===== src/rtl/datamem_arbiter_if.sv =====
// Bus bundle between the CPU execute stage, the external requester and datamem.
// The slave modport is the arbiter's view; the master modport is the surrounding system's.
interface datamem_arbiter_if #(
  parameter int AW = 16,
  parameter int DW = 16
);
  logic          cpu_rd_en;
  logic          cpu_wr_en;
  logic [AW-1:0] cpu_addr;
  logic [DW-1:0] cpu_wdata;
  logic [DW-1:0] cpu_rdata;
  logic          cpu_stall;
  logic          ext_req;
  logic          ext_we;
  logic [AW-1:0] ext_addr;
  logic [DW-1:0] ext_wdata;
  logic          ext_gnt;
  logic [DW-1:0] ext_rdata;
  logic          ext_rvalid;
  logic [AW-1:0] mem_addr;
  logic          mem_re;
  logic          mem_we;
  logic [DW-1:0] mem_wdata;
  logic [DW-1:0] mem_rdata;
  logic [1:0]    owner;

  modport slave (
    input  cpu_rd_en, cpu_wr_en, cpu_addr, cpu_wdata,
    input  ext_req, ext_we, ext_addr, ext_wdata,
    input  mem_rdata,
    output cpu_rdata, cpu_stall, ext_gnt, ext_rdata, ext_rvalid,
    output mem_addr, mem_re, mem_we, mem_wdata, owner
  );

  modport master (
    output cpu_rd_en, cpu_wr_en, cpu_addr, cpu_wdata,
    output ext_req, ext_we, ext_addr, ext_wdata,
    output mem_rdata,
    input  cpu_rdata, cpu_stall, ext_gnt, ext_rdata, ext_rvalid,
    input  mem_addr, mem_re, mem_we, mem_wdata, owner
  );
endinterface


===== src/rtl/datamem_arbiter.sv =====
// Data-memory arbiter: CPU priority, external requester forced in after MAX_WAIT lost cycles.
// Optional DATAMEM_ARB_STATS_EN adds saturating grant/stall counters.
module datamem_arbiter #(
  parameter int MAX_WAIT = 4,
  parameter int AW       = 16,
  parameter int DW       = 16
) (
  input  logic               clk,
  input  logic               reset,
  datamem_arbiter_if.slave   bus
`ifdef DATAMEM_ARB_STATS_EN
  ,
  output logic [15:0]        cpu_gnt_cnt,
  output logic [15:0]        ext_gnt_cnt,
  output logic [15:0]        stall_cnt
`endif
);

  typedef enum logic [1:0] {
    OWN_IDLE = 2'd0,
    OWN_CPU  = 2'd1,
    OWN_EXT  = 2'd2
  } owner_e;

  localparam logic [3:0] WAIT_MAX = 4'(MAX_WAIT);

  owner_e        dec_d;
  owner_e        owner_q;
  logic [3:0]    wait_cnt_q, wait_cnt_d;
  logic          ext_rvalid_q;
  logic [DW-1:0] ext_rdata_q;
  logic          cpu_acc;
  logic          force_ext;

  assign cpu_acc   = bus.cpu_rd_en | bus.cpu_wr_en;
  assign force_ext = (wait_cnt_q == WAIT_MAX) & bus.ext_req;

  always_comb begin
    dec_d = OWN_IDLE;
    if (force_ext)        dec_d = OWN_EXT;
    else if (cpu_acc)     dec_d = OWN_CPU;
    else if (bus.ext_req) dec_d = OWN_EXT;
  end

  always_comb begin
    bus.mem_addr  = '0;
    bus.mem_wdata = '0;
    bus.mem_re    = 1'b0;
    bus.mem_we    = 1'b0;
    unique case (dec_d)
      OWN_CPU: begin
        bus.mem_addr  = bus.cpu_addr;
        bus.mem_wdata = bus.cpu_wdata;
        bus.mem_re    = bus.cpu_rd_en;
        bus.mem_we    = bus.cpu_wr_en;
      end
      OWN_EXT: begin
        bus.mem_addr  = bus.ext_addr;
        bus.mem_wdata = bus.ext_wdata;
        bus.mem_re    = ~bus.ext_we;
        bus.mem_we    = bus.ext_we;
      end
      default: ;
    endcase
  end

  assign bus.ext_gnt    = (dec_d == OWN_EXT);
  assign bus.cpu_stall  = (dec_d == OWN_EXT) & cpu_acc;
  assign bus.cpu_rdata  = bus.mem_rdata;
  assign bus.ext_rdata  = ext_rdata_q;
  assign bus.ext_rvalid = ext_rvalid_q;
  assign bus.owner      = owner_q;

  // Counter only advances while the request is actively losing; a grant or a withdrawn request restarts it.
  always_comb begin
    wait_cnt_d = wait_cnt_q;
    if (!bus.ext_req || bus.ext_gnt) wait_cnt_d = '0;
    else if (wait_cnt_q != WAIT_MAX) wait_cnt_d = wait_cnt_q + 4'd1;
  end

  always_ff @(posedge clk) begin
    if (reset) begin
      owner_q      <= OWN_IDLE;
      wait_cnt_q   <= '0;
      ext_rvalid_q <= 1'b0;
      ext_rdata_q  <= '0;
    end else begin
      owner_q      <= dec_d;
      wait_cnt_q   <= wait_cnt_d;
      ext_rvalid_q <= bus.ext_gnt & ~bus.ext_we;
      if (bus.ext_gnt && !bus.ext_we) ext_rdata_q <= bus.mem_rdata;
    end
  end

`ifdef DATAMEM_ARB_STATS_EN
  logic [15:0] cpu_gnt_cnt_q, ext_gnt_cnt_q, stall_cnt_q;

  always_ff @(posedge clk) begin
    if (reset) begin
      cpu_gnt_cnt_q <= '0;
      ext_gnt_cnt_q <= '0;
      stall_cnt_q   <= '0;
    end else begin
      if ((dec_d == OWN_CPU) && (cpu_gnt_cnt_q != '1)) cpu_gnt_cnt_q <= cpu_gnt_cnt_q + 16'd1;
      if (bus.ext_gnt && (ext_gnt_cnt_q != '1))        ext_gnt_cnt_q <= ext_gnt_cnt_q + 16'd1;
      if (bus.cpu_stall && (stall_cnt_q != '1))        stall_cnt_q   <= stall_cnt_q + 16'd1;
    end
  end

  assign cpu_gnt_cnt = cpu_gnt_cnt_q;
  assign ext_gnt_cnt = ext_gnt_cnt_q;
  assign stall_cnt   = stall_cnt_q;
`endif

endmodule


===== src/flat_wrapper.sv =====
// flat-port wrapper written by rule: the top's interface ports become plain ports
module datamem_arbiter_flat 
#(
  parameter int MAX_WAIT = 4,
  parameter int AW       = 16,
  parameter int DW       = 16
)
  (clk, reset, bus_cpu_rd_en, bus_cpu_wr_en, bus_cpu_addr, bus_cpu_wdata, bus_ext_req, bus_ext_we, bus_ext_addr, bus_ext_wdata, bus_mem_rdata, bus_cpu_rdata, bus_cpu_stall, bus_ext_gnt, bus_ext_rdata, bus_ext_rvalid, bus_mem_addr, bus_mem_re, bus_mem_we, bus_mem_wdata, bus_owner);
  datamem_arbiter_if #(.AW(AW), .DW(DW)) bus_i ();
  input  logic clk;
  input  logic reset;
  input wire logic [$bits(bus_i.cpu_rd_en)-1:0] bus_cpu_rd_en;
  input wire logic [$bits(bus_i.cpu_wr_en)-1:0] bus_cpu_wr_en;
  input wire logic [$bits(bus_i.cpu_addr)-1:0] bus_cpu_addr;
  input wire logic [$bits(bus_i.cpu_wdata)-1:0] bus_cpu_wdata;
  input wire logic [$bits(bus_i.ext_req)-1:0] bus_ext_req;
  input wire logic [$bits(bus_i.ext_we)-1:0] bus_ext_we;
  input wire logic [$bits(bus_i.ext_addr)-1:0] bus_ext_addr;
  input wire logic [$bits(bus_i.ext_wdata)-1:0] bus_ext_wdata;
  input wire logic [$bits(bus_i.mem_rdata)-1:0] bus_mem_rdata;
  output wire logic [$bits(bus_i.cpu_rdata)-1:0] bus_cpu_rdata;
  output wire logic [$bits(bus_i.cpu_stall)-1:0] bus_cpu_stall;
  output wire logic [$bits(bus_i.ext_gnt)-1:0] bus_ext_gnt;
  output wire logic [$bits(bus_i.ext_rdata)-1:0] bus_ext_rdata;
  output wire logic [$bits(bus_i.ext_rvalid)-1:0] bus_ext_rvalid;
  output wire logic [$bits(bus_i.mem_addr)-1:0] bus_mem_addr;
  output wire logic [$bits(bus_i.mem_re)-1:0] bus_mem_re;
  output wire logic [$bits(bus_i.mem_we)-1:0] bus_mem_we;
  output wire logic [$bits(bus_i.mem_wdata)-1:0] bus_mem_wdata;
  output wire logic [$bits(bus_i.owner)-1:0] bus_owner;
  assign bus_i.cpu_rd_en = bus_cpu_rd_en;
  assign bus_i.cpu_wr_en = bus_cpu_wr_en;
  assign bus_i.cpu_addr = bus_cpu_addr;
  assign bus_i.cpu_wdata = bus_cpu_wdata;
  assign bus_i.ext_req = bus_ext_req;
  assign bus_i.ext_we = bus_ext_we;
  assign bus_i.ext_addr = bus_ext_addr;
  assign bus_i.ext_wdata = bus_ext_wdata;
  assign bus_i.mem_rdata = bus_mem_rdata;
  assign bus_cpu_rdata = bus_i.cpu_rdata;
  assign bus_cpu_stall = bus_i.cpu_stall;
  assign bus_ext_gnt = bus_i.ext_gnt;
  assign bus_ext_rdata = bus_i.ext_rdata;
  assign bus_ext_rvalid = bus_i.ext_rvalid;
  assign bus_mem_addr = bus_i.mem_addr;
  assign bus_mem_re = bus_i.mem_re;
  assign bus_mem_we = bus_i.mem_we;
  assign bus_mem_wdata = bus_i.mem_wdata;
  assign bus_owner = bus_i.owner;
  datamem_arbiter #(.MAX_WAIT(MAX_WAIT), .AW(AW), .DW(DW)) u_core (.clk(clk), .reset(reset), .bus(bus_i));
endmodule

===== config.mk =====
export PLATFORM = sky130hd
export DESIGN_NAME = datamem_arbiter_flat
export DESIGN_NICKNAME = d
export VERILOG_FILES = /design/src/rtl/datamem_arbiter_if.sv /design/src/rtl/datamem_arbiter.sv /design/src/flat_wrapper.sv
export SDC_FILE = /design/constraint.sdc
export NUM_CORES = 1
export LEC_CHECK = 0
export ABC_AREA = 1
export CAP_MARGIN = 30
export CORE_MARGIN = 5
export CORE_UTILIZATION = 33
export CTS_CLUSTER_SIZE = 14
export DETAILED_ROUTE_END_ITERATION = 7
export MAX_ROUTING_LAYER = met4
export PLACE_DENSITY = 0.87
export SYNTH_ARGS = -nofsm -noshare
export SYNTH_HDL_FRONTEND = slang
export SYNTH_SLANG_ARGS = --single-unit

===== constraint.sdc =====
create_clock -name clk -period 2.68 [get_ports clk]
set_clock_uncertainty 0.2 [all_clocks]
set_input_delay 0.536 -clock clk [delete_from_list [all_inputs] [get_ports clk]]
set_output_delay 0.536 -clock clk [all_outputs]
set_load 0.005 [all_outputs]

==> metrics, run 1 <==
Hold Crit Class flop to flop; first-pass GRT wire length 10900 um; top cells by count, synth nand2_1, nand3_1, dfxtp_1, nor2_1; FF+latch count, synth 23; fin. max-slew vios 0; PnR worst setup slack 0.00352 ns; root buf cell clkbuf_8; leakage power 0.00182 uW; DR iter-0 viols 67; status finished clean; delay of the slowest critical-path stage 0.26 ns; Die W 80.7 um; drt wl/cell 15.3 um; drt pass-1 iters 4; largest net degree at the start of global routing 31; synthesized instance count 273; critical path arrival 1.94 ns; CP Buf/Inv Count 5; Max clock buf depth 2; Top FF cell, synth dfxtp_1; Layout Nets 514; share of cells above drive strength 1 10.4%; clock-pin slew on the worst setup and hold paths 0.08 ns; CP endpoint kind primary output; top post-synthesis cells by area dfxtp_1, nand2_1, nand3_1; Vias/cell 4.81; worst hold slack 0.293 ns; post-synthesis sequential area ratio 27.9%; Core ar. 4790 um2; post-synth cell types 20; post-synth top area share 27.9%; Slew HR 69.6%; Final Wtd Congestion 0.881; Power Density 283 nW/um2; CTS H-tree lvls 1; vias in the first global route 2241; most frequent cell after synthesis nand2_1; # IOs 157; Max VDD drop 0.299 mV; grt ovf 0; Area growth, synth to finish 112%; antenna violations before repair 0; Post-synth EDFFs 0; n_diodes 0; initial core utilization 34.5%; Total GRT Usage 21.7%; hold_buf cts 0; startpoint types input pin; ys async rst share 0%; synth warn 0; Netlist Area Pre-Place 1650 um2; end-of-flow core utilization 73.1%; crit path time final 2.68 ns; num rows 25; CP max stage cell dlygate4sd2_1; kind of critical path input pin to primary output; Slew @ Worst Pin 0.453 ns; endpoints failing hold 0; Total Wirelength 7530 um; Clock Latency Late Sink 0.26 ns; crit-path cells dlygate4sd2_1, nor2_2, nand2_2, nand2_4, buf_12, buf_4, buf_4, nand2_1, nand2_1, dlygate4sd2_1; Die Height 80.7 um; max cap viols 0; ANT nets after route 0; TritonCTS Sinks 23; Tcrit/Tclk final 99.9%; via count 2368; fmax 0.374 GHz; Worst EP required 1.94 ns; Syn Area/Cell 6.04 um2; Synth area leader dfxtp_1; final setup vio count 0; Post-DP HPWL 5450 um; dpl ws -0.314 ns; port buffer count 156; Syn Nets 361; DRC violations left 0; total CTS buffers 3; die area 6510 um2; CTS tree yes; crit-path max FO 17; Top delay family on crit path buffers and inverters
-- where the power goes --
group          internal, uW  leakage (uW)  switching, uW  total (uW)
sequential              354      0.000188           7.18         361
clock                   106     0.0000228            106         212
combinational           268       0.00161            150         419
total                   728       0.00182            263         991
-- tightest hold or removal path, delay by kind of cell (launching register included) --
kind	cells	cell delay, ns
flip-flops	1	0.33
AO/OA/AOI/OAI	1	0.04
AND/OR/NAND/NOR	1	0.08
-- routing by layer --
layer / GRT usage (%) / routed length, um / up-vias
met3: 6.73 / 802 / 16
li1: - / - / 1167
met1: 22.9 / 2820 / 1073
met2: 39.5 / 3800 / 112
met4: 4.90 / 98 / 0
met5: - / 0 / -
-- layout make-up --
type	instances	area [um2]
clock buffer	4	45.0
fill	352	1290
inverter	22	87.6
multi-input combinational	193	912
sequential	23	463
tap	67	83.8
timing repair buffer	183	1910
-- flip-flops by register name, indices dropped and copies added, names as in the netlist --
signal and count:
u_core.bus.ext_rvalid 1, u_core.wait_cnt_q 4, u_core.bus.ext_rdata 16, u_core.bus.owner 2
-- per-stage QoR --
step           cell area (um2)  total power, uW  TNS [ns]  std cells
2_1_floorplan             1650              501         0        273
3_3_place_gp              3200              761     -9.96        476
3_5_place_dp              3200              769     -9.96        476
4_1_cts                   3390              996         0        486
5_1_grt                   3500             1040    -0.194        492
6_report                  3500              991         0        492
-- placed cells by master (no fill, tap or decap), types with 2 or more instances in the layout --
master	n
clkinv_1	2
inv_1	18
nor2_1	22
dlygate4sd2_1	12
clkdlybuf4s50_1	118
buf_12	2
nand3_1	34
nand2_1	89
clkdlybuf4s15_2	2
dfxtp_2	2
a21oi_1	19
nand2_2	2
buf_16	2
buf_4	21
nand4_1	18
clkbuf_8	3
dfxtp_1	21
dlymetal6s2s_1	23
-- cells by family after synthesis --
group           share of synthesized area, %
xor+xnor                               0.531
flops                                   27.9
compound gates                          6.37
simple gates                            45.5
fa+ha+maj                               1.52
buf+inv                                 18.1
-- what timing repair did --
action,4_1_cts,5_1_grt
pin swaps,2,2
setup buffers,3,6
gates cloned,3,0
endpoints found under the setup margin,36,23
resized for setup,34,27
-- final timing paths --
path                                  from                  endpoint  slack (ns)  cells past startpoint
hold / removal    u_core.bus.ext_rdata[14]  u_core.bus.ext_rdata[14]        0.29                      2
hold reg to reg   u_core.bus.ext_rdata[14]  u_core.bus.ext_rdata[14]        0.29                      2
setup / recovery             bus_cpu_wr_en           bus_mem_addr[4]       0.004                     10
setup reg to reg      u_core.wait_cnt_q[1]   u_core.bus.ext_rdata[1]        0.90                      9
Power figures use the tool's default switching activity.
==> run 2, diff against run 1 <==
--- a/config.mk
+++ b/config.mk
@@ -13,6 +13,7 @@
 export DETAILED_ROUTE_END_ITERATION = 7
 export MAX_ROUTING_LAYER = met4
 export PLACE_DENSITY = 0.87
+export REMOVE_ABC_BUFFERS = 1
 export SYNTH_ARGS = -nofsm -noshare
 export SYNTH_HDL_FRONTEND = slang
 export SYNTH_SLANG_ARGS = --single-unit
==> run 2 against run 1 <==
Maximum frequency increased by 2.8%; cell area decreased by 2.8%; die area unchanged; sequential cell count unchanged; largest power group unchanged.
==> metrics, run 2 (synthesis gave the netlist of run 1 again) <==
first-pass GRT wire length 11100 um (+1.5%); max reg flops 16 (unchanged); drt pass-1 iters 4 (unchanged); Post-DP HPWL 5350 um (-1.8%); antenna violations before repair 0 (unchanged); Final TNS setup 0 ns (unchanged); Max clock buf depth 2 (unchanged); clock-pin slew on the worst setup and hold paths 0.08 ns (about the same); Worst EP required 1.94 ns (about the same); most common cell after layout, fill and taps aside clkdlybuf4s50_1; Slew HR 66.8% (-2.7 points); startpoint types input pin; fmax 0.384 GHz (+2.8%); DR iter-0 viols 83 (+24%); CP endpoint kind primary output; n_diodes 0 (unchanged); Die W 80.7 um (unchanged); grt ovf 0 (unchanged); critical path arrival 1.87 ns (-0.07 ns); RSZ-0062 raised after global routing true; initial core utilization 34.5% (unchanged); Area growth, synth to finish 106%; # IOs 157 (unchanged); max cap viols 0 (unchanged); hold_buf cts 0 (unchanged); Final Instance Area 3400 um2 (-2.8%); PnR worst setup slack 0.0759 ns (+0.0724 ns); final setup vio count 0 (unchanged); Tcrit/Tclk final 97.2% (-2.7 points); Total Wirelength 7260 um (-3.5%); total CTS buffers 3 (unchanged); Hold Crit Class flop to flop; Total GRT Usage 22.1% (+0.41 points); leakage power 0.00161 uW (-12%); CTS H-tree lvls 1 (unchanged); drt wl/cell 14.8 um (-3.3%); Die Height 80.7 um (unchanged); Core ar. 4790 um2 (unchanged); Final Wtd Congestion 0.862 (-2.2%); TritonCTS Sinks 23 (unchanged); vias in the first global route 2326 (+3.8%); dpl ws -0.306 ns (+0.00766 ns); num rows 25 (unchanged); kind of critical path input pin to primary output; die area 6510 um2 (unchanged); port buffer count 156 (unchanged); share of cells above drive strength 1 9.91% (-0.45 points); Clock Latency Late Sink 0.26 ns (about the same); Vias/cell 4.80 (-0.22%); crit-path max FO 17 (unchanged); placed inst area 3210 um2 (+0.31%); Power Density 289 nW/um2 (+2.0%); Slew @ Worst Pin 0.494 ns (+0.0409 ns); ANT nets after route 0 (unchanged); via count 2358 (-0.42%); status finished clean; endpoints failing hold 0 (unchanged); Max VDD drop 0.253 mV (-15%); fin. max-slew vios 0 (unchanged); most frequent cells in the layout clkdlybuf4s50_1, nand2_1, dlygate4sd2_1; crit path time final 2.60 ns (-0.0724 ns); CTS tree yes; Layout Nets 513 (-0.19%); largest net degree at the start of global routing 37 (+19%); DRC violations left 0 (unchanged); root buf cell clkbuf_8
==> run 2: cell types whose count changed in the layout (fill, tap and decap cells not counted), sizes merged <==
cell and delta:
clkdlybuf4s15 -1, bufbuf -1, buf -1, dlymetal6s2s -22
clkdlybuf4s50 +1, dlygate4sd2 +23
==> run 2: final cells by class <==
cell class	count	area, um2
clock buffer	4	45.0
multi-input combinational	193	912
fill	410	1390
timing repair buffer	182	1810
inverter	22	87.6
sequential	23	465
tap	67	83.8
==> run 2: what timing repair did <==
| item | 4_1_cts | 5_1_grt |
|---|---|---|
| pin swaps | 3 | 2 |
| setup buffers | 9 | 2 |
| endpoints found under the setup margin | 36 | 16 |
| resized for setup | 49 | 4 |
| hold endpoints to repair | 0 | 0 |
| gates cloned | 2 | 0 |
==> run 2: metrics by stage <==
step | power, uW | hold WS [ns] | utilization [%] | cells
finish | 983 | 0.285 | 71.1 | 491
global route | 1040 | 0.306 | 71.1 | 491
CTS | 987 | 0.288 | 70.5 | 489
detailed placement | 773 | 0.270 | 67.1 | 474
global placement | 771 | 0.260 | 67.1 | 474
floorplan | 469 | 0.275 | - | 238
==> run 2: routing by layer <==
| layer | global-route usage [%] | part of all wire, % |
|---|---|---|
| met5 | - | 0 |
| met1 | 25.5 | 40 |
| met3 | 6.17 | 12 |
| met2 | 37.3 | 46 |
| met4 | 6.59 | 2.4 |
==> run 2: worst paths after layout <==
| check | start | to | slack (ns) | cells after the start |
|---|---|---|---|---|
| max | bus_cpu_rd_en | bus_ext_gnt | 0.08 | 7 |
| min | u_core.bus.ext_rdata[5] | u_core.bus.ext_rdata[5] | 0.28 | 2 |
| max reg2reg | u_core.wait_cnt_q[1] | u_core.bus.ext_rdata[14] | 0.92 | 9 |
| min reg2reg | u_core.bus.ext_rdata[5] | u_core.bus.ext_rdata[5] | 0.28 | 2 |
==> run 2: worst max-delay path: stages <==
cell and delay, ns:
dlygate4sd2_1 0.26, nor2_2 0.14, nand2_2 0.08, nand2_4 0.09
buf_12 0.11, buf_16 0.13, clkdlybuf4s50_1 0.50
==> run 2: power breakdown <==
part,total (uW),internal (uW),switching (uW)
clock network,218,106,112
registers,359,353,6.19
logic,406,256,150
==> run 3, diff against run 2 <==
--- a/config.mk
+++ b/config.mk
@@ -5,10 +5,10 @@
 export SDC_FILE = /design/constraint.sdc
 export NUM_CORES = 1
 export LEC_CHECK = 0
-export ABC_AREA = 1
 export CAP_MARGIN = 30
 export CORE_MARGIN = 5
-export CORE_UTILIZATION = 33
+export CORE_UTILIZATION = 31
+export CTS_CLUSTER_DIAMETER = 30
 export CTS_CLUSTER_SIZE = 14
 export DETAILED_ROUTE_END_ITERATION = 7
 export MAX_ROUTING_LAYER = met4
==> run 3 against run 2 <==
Routed wire length shrank 17%; sequential share of layout area grew 1.1 points; critical path depth grew 2; core utilization shrank 4.2 points; sequential power shrank 2%; combinational power shrank 14%; worst setup slack gained 0.0033 ns; global-route usage shrank 3.3 points; largest cell class unchanged; highest routed layer unchanged.
==> metrics, run 3 <==
Layout Nets 395 (-23%); DRC violations left 0 (unchanged); delay of the slowest critical-path stage 0.33 ns (-0.17 ns); antenna violations before repair 0 (unchanged); Syn Area/Cell 9.40 um2 (+56%); M1 GR Usage 23.0% (-2.4 points); Worst EP required 1.94 ns (about the same); most common cell after layout, fill and taps aside clkdlybuf4s50_1; drt wl/cell 16.7 um (+13%); via count 1665 (-29%); met3 Use GR 2.83% (-3.3 points); CP endpoint kind primary output; post-synth top area share 31.0% (+3.1 points); Tcrit/Tclk final 97.0% (-0.12 points); Vias/cell 4.63 (-3.7%); status finished clean; vias in the first global route 1748 (-25%); num rows 25 (unchanged); ys async rst share 0% (unchanged); # IOs 157 (unchanged); Area growth, synth to finish 111%; Total GRT Usage 18.8% (-3.3 points); crit-path max FO 8 (-9); grt ovf 0 (unchanged); first-pass GRT wire length 9130 um (-18%); CP max stage cell dfxtp_2; share of cells above drive strength 1 12.1% (+2.2 points); FF+latch count, synth 23 (unchanged); Netlist Area Pre-Place 1490 um2 (-9.9%); post-synthesis sequential area ratio 31.0% (+3.1 points); final setup vio count 0 (unchanged); Clock Latency Late Sink 0.26 ns (about the same); drt pass-1 iters 4 (unchanged); critical path arrival 1.86 ns (about the same); largest net degree at the start of global routing 34 (-8.1%); clock-pin slew on the worst setup and hold paths 0.08 ns (about the same); Top FF cell, synth dfxtp_1; Die W 79.2 um (-1.8%); endpoints failing hold 0 (unchanged); worst hold slack 0.276 ns (-0.00864 ns); Power Density 294 nW/um2 (+1.7%); top cells by count, synth a22o_1, nand2b_1, dfxtp_1; Synth area leader dfxtp_1; crit-path cells inv_1, ha_4, nand4b_4, buf_6, nand2_4, buf_6, bufbuf_16, a22o_1, clkdlybuf4s15_2; most frequent cell on the critical path buf_6; root buf cell clkbuf_8; fin. max-slew vios 0 (unchanged); DR iter-0 viols 46 (-45%); most frequent cells in the layout clkdlybuf4s50_1, a22o_1, nand2b_1; fmax 0.384 GHz (+0.13%); HP Start u_core.bus.ext_rdata[0]; synth warn 0 (unchanged); most frequent cell after synthesis a22o_1; Post-synth EDFFs 0 (unchanged); Worst R2R Setup Slack 0.90 ns (-0.02 ns); worst reg2reg path endpoint u_core.bus.ext_rdata[5]; synthesized instance count 158 (-42%); CTS H-tree lvls 1 (unchanged); port buffer count 156 (unchanged); Worst Hold End u_core.bus.ext_rdata[0]; total CTS buffers 3 (unchanged); Max clock buf depth 2 (unchanged); Post-DP HPWL 4750 um (-11%); n_diodes 0 (unchanged); CTS tree yes; Final Wtd Congestion 0.760 (-12%); kind of critical path flop to primary output; Max VDD drop 0.234 mV (-7.4%); hold_buf cts 0 (unchanged); max cap viols 0 (unchanged); ANT nets after route 0 (unchanged); max reg flops 16 (unchanged); crit path time final 2.60 ns (-0.00326 ns); Total Wirelength 6020 um (-17%); worst reg2reg path depth 7 (-2); fill cell count 402 (-2.0%); Pwr Total 922 uW (-6.2%); post-synth cell types 22 (+10%); top post-synthesis cells by area dfxtp_1, a22o_1, nand2b_1; Slew HR 59.9% (-7.0 points); Slew @ Worst Pin 0.600 ns (+0.106 ns); Core ar. 4690 um2 (-2.0%); TritonCTS Sinks 23 (unchanged); Die Height 79.2 um (-1.8%); reg2reg start u_core.wait_cnt_q[0]; leakage power 0.00130 uW (-19%); busiest grt layer met2; die area 6280 um2 (-3.6%); startpoint types flop; initial core utilization 31.7% (-2.8 points); Hold Path Cell Cnt 2 (unchanged); Hold Crit Class flop to flop; met2 Use GR 33.2% (-4.1 points)
-- run 3: changes by cell type after synthesis, moves of 18 or more --
cell / before / now
nand4_1: 18 / 0
mux2i_1: 0 / 18
nand2_1: 90 / 1
a22o_1: 0 / 33
nand2b_1: 0 / 32
nand3_1: 34 / 1
-- run 3: per-stage QoR --
| step | setup WS [ns] | setup TNS [ns] | instances | instance area [um2] | utilization (%) |
|---|---|---|---|---|---|
| global placement | -0.513 | -15.51 | 352 | 3050 | 65.0 |
| finish | 0.0792 | 0 | 360 | 3140 | 66.9 |
| global route | -0.00505 | -0.00505 | 360 | 3140 | 66.9 |
| CTS | 0.00648 | 0 | 360 | 3130 | 66.7 |
| detailed placement | -0.529 | -16.45 | 352 | 3050 | 65.0 |
| floorplan | -0.317 | -10.15 | 131 | 1310 | - |
-- run 3: timing repair --
item,in CTS,in global routing
cloned,2,0
resized for setup,73,6
setup buffers,2,0
setup endpoints to repair,36,26
pin swaps,4,3
hold endpoints to repair,0,0
-- run 3: worst max path at each step --
stage | to | depth (start not counted) | startpoint
finish | bus_mem_wdata[8] | 9 | u_core.wait_cnt_q[0]
global route | bus_mem_wdata[8] | 9 | u_core.wait_cnt_q[1]
CTS | bus_mem_wdata[8] | 7 | bus_cpu_rd_en
detailed placement | bus_mem_addr[7] | 6 | bus_ext_req
global placement | bus_mem_addr[7] | 6 | bus_ext_req
floorplan | bus_mem_addr[0] | 5 | u_core.wait_cnt_q[0]
-- run 3: power by group --
part	switching [uW]	leakage [uW]	internal (uW)
logic	106	0.00109	244
clock network	113	0.0000228	106
registers	3.61	0.000187	350
-- run 3: critical path, delay by kind of cell, from the launching register on --
family	cells	cell delay (ns)
AND/OR/NAND/NOR	2	0.16
buffers and inverters	5	0.75
flip-flops	1	0.33
adder cells (fa/ha/maj)	1	0.17
AO/OA/AOI/OAI	1	0.18
-- run 3: cell type report --
class	count	area [um2]	share of cell area, %
repair buffers	171	1680	53.6
multi-input cells	106	872	27.8
flip-flops and latches	23	463	14.8
well taps	54	67.6	2.15
clock buffers	4	45.0	1.44
inverters	2	7.51	0.239
-- run 3: layer usage --
metal	routed length, um	vias to the layer above	part of all wire [%]
met3	227	6	3.8
met4	55	0	0.91
met2	3260	48	54
met5	0	-	0
li1	-	841	-
met1	2470	770	41
-- run 3: cells by family after synthesis --
| family | share of synthesized area [%] |
|---|---|
| XOR/XNOR | 1.18 |
| multiplexers | 12.1 |
| AND/OR/NAND/NOR | 19.9 |
| flip-flops | 31.0 |
| AO/OA/AOI/OAI | 21.7 |
| adder cells (fa/ha/maj) | 1.68 |
| buffers and inverters | 12.4 |
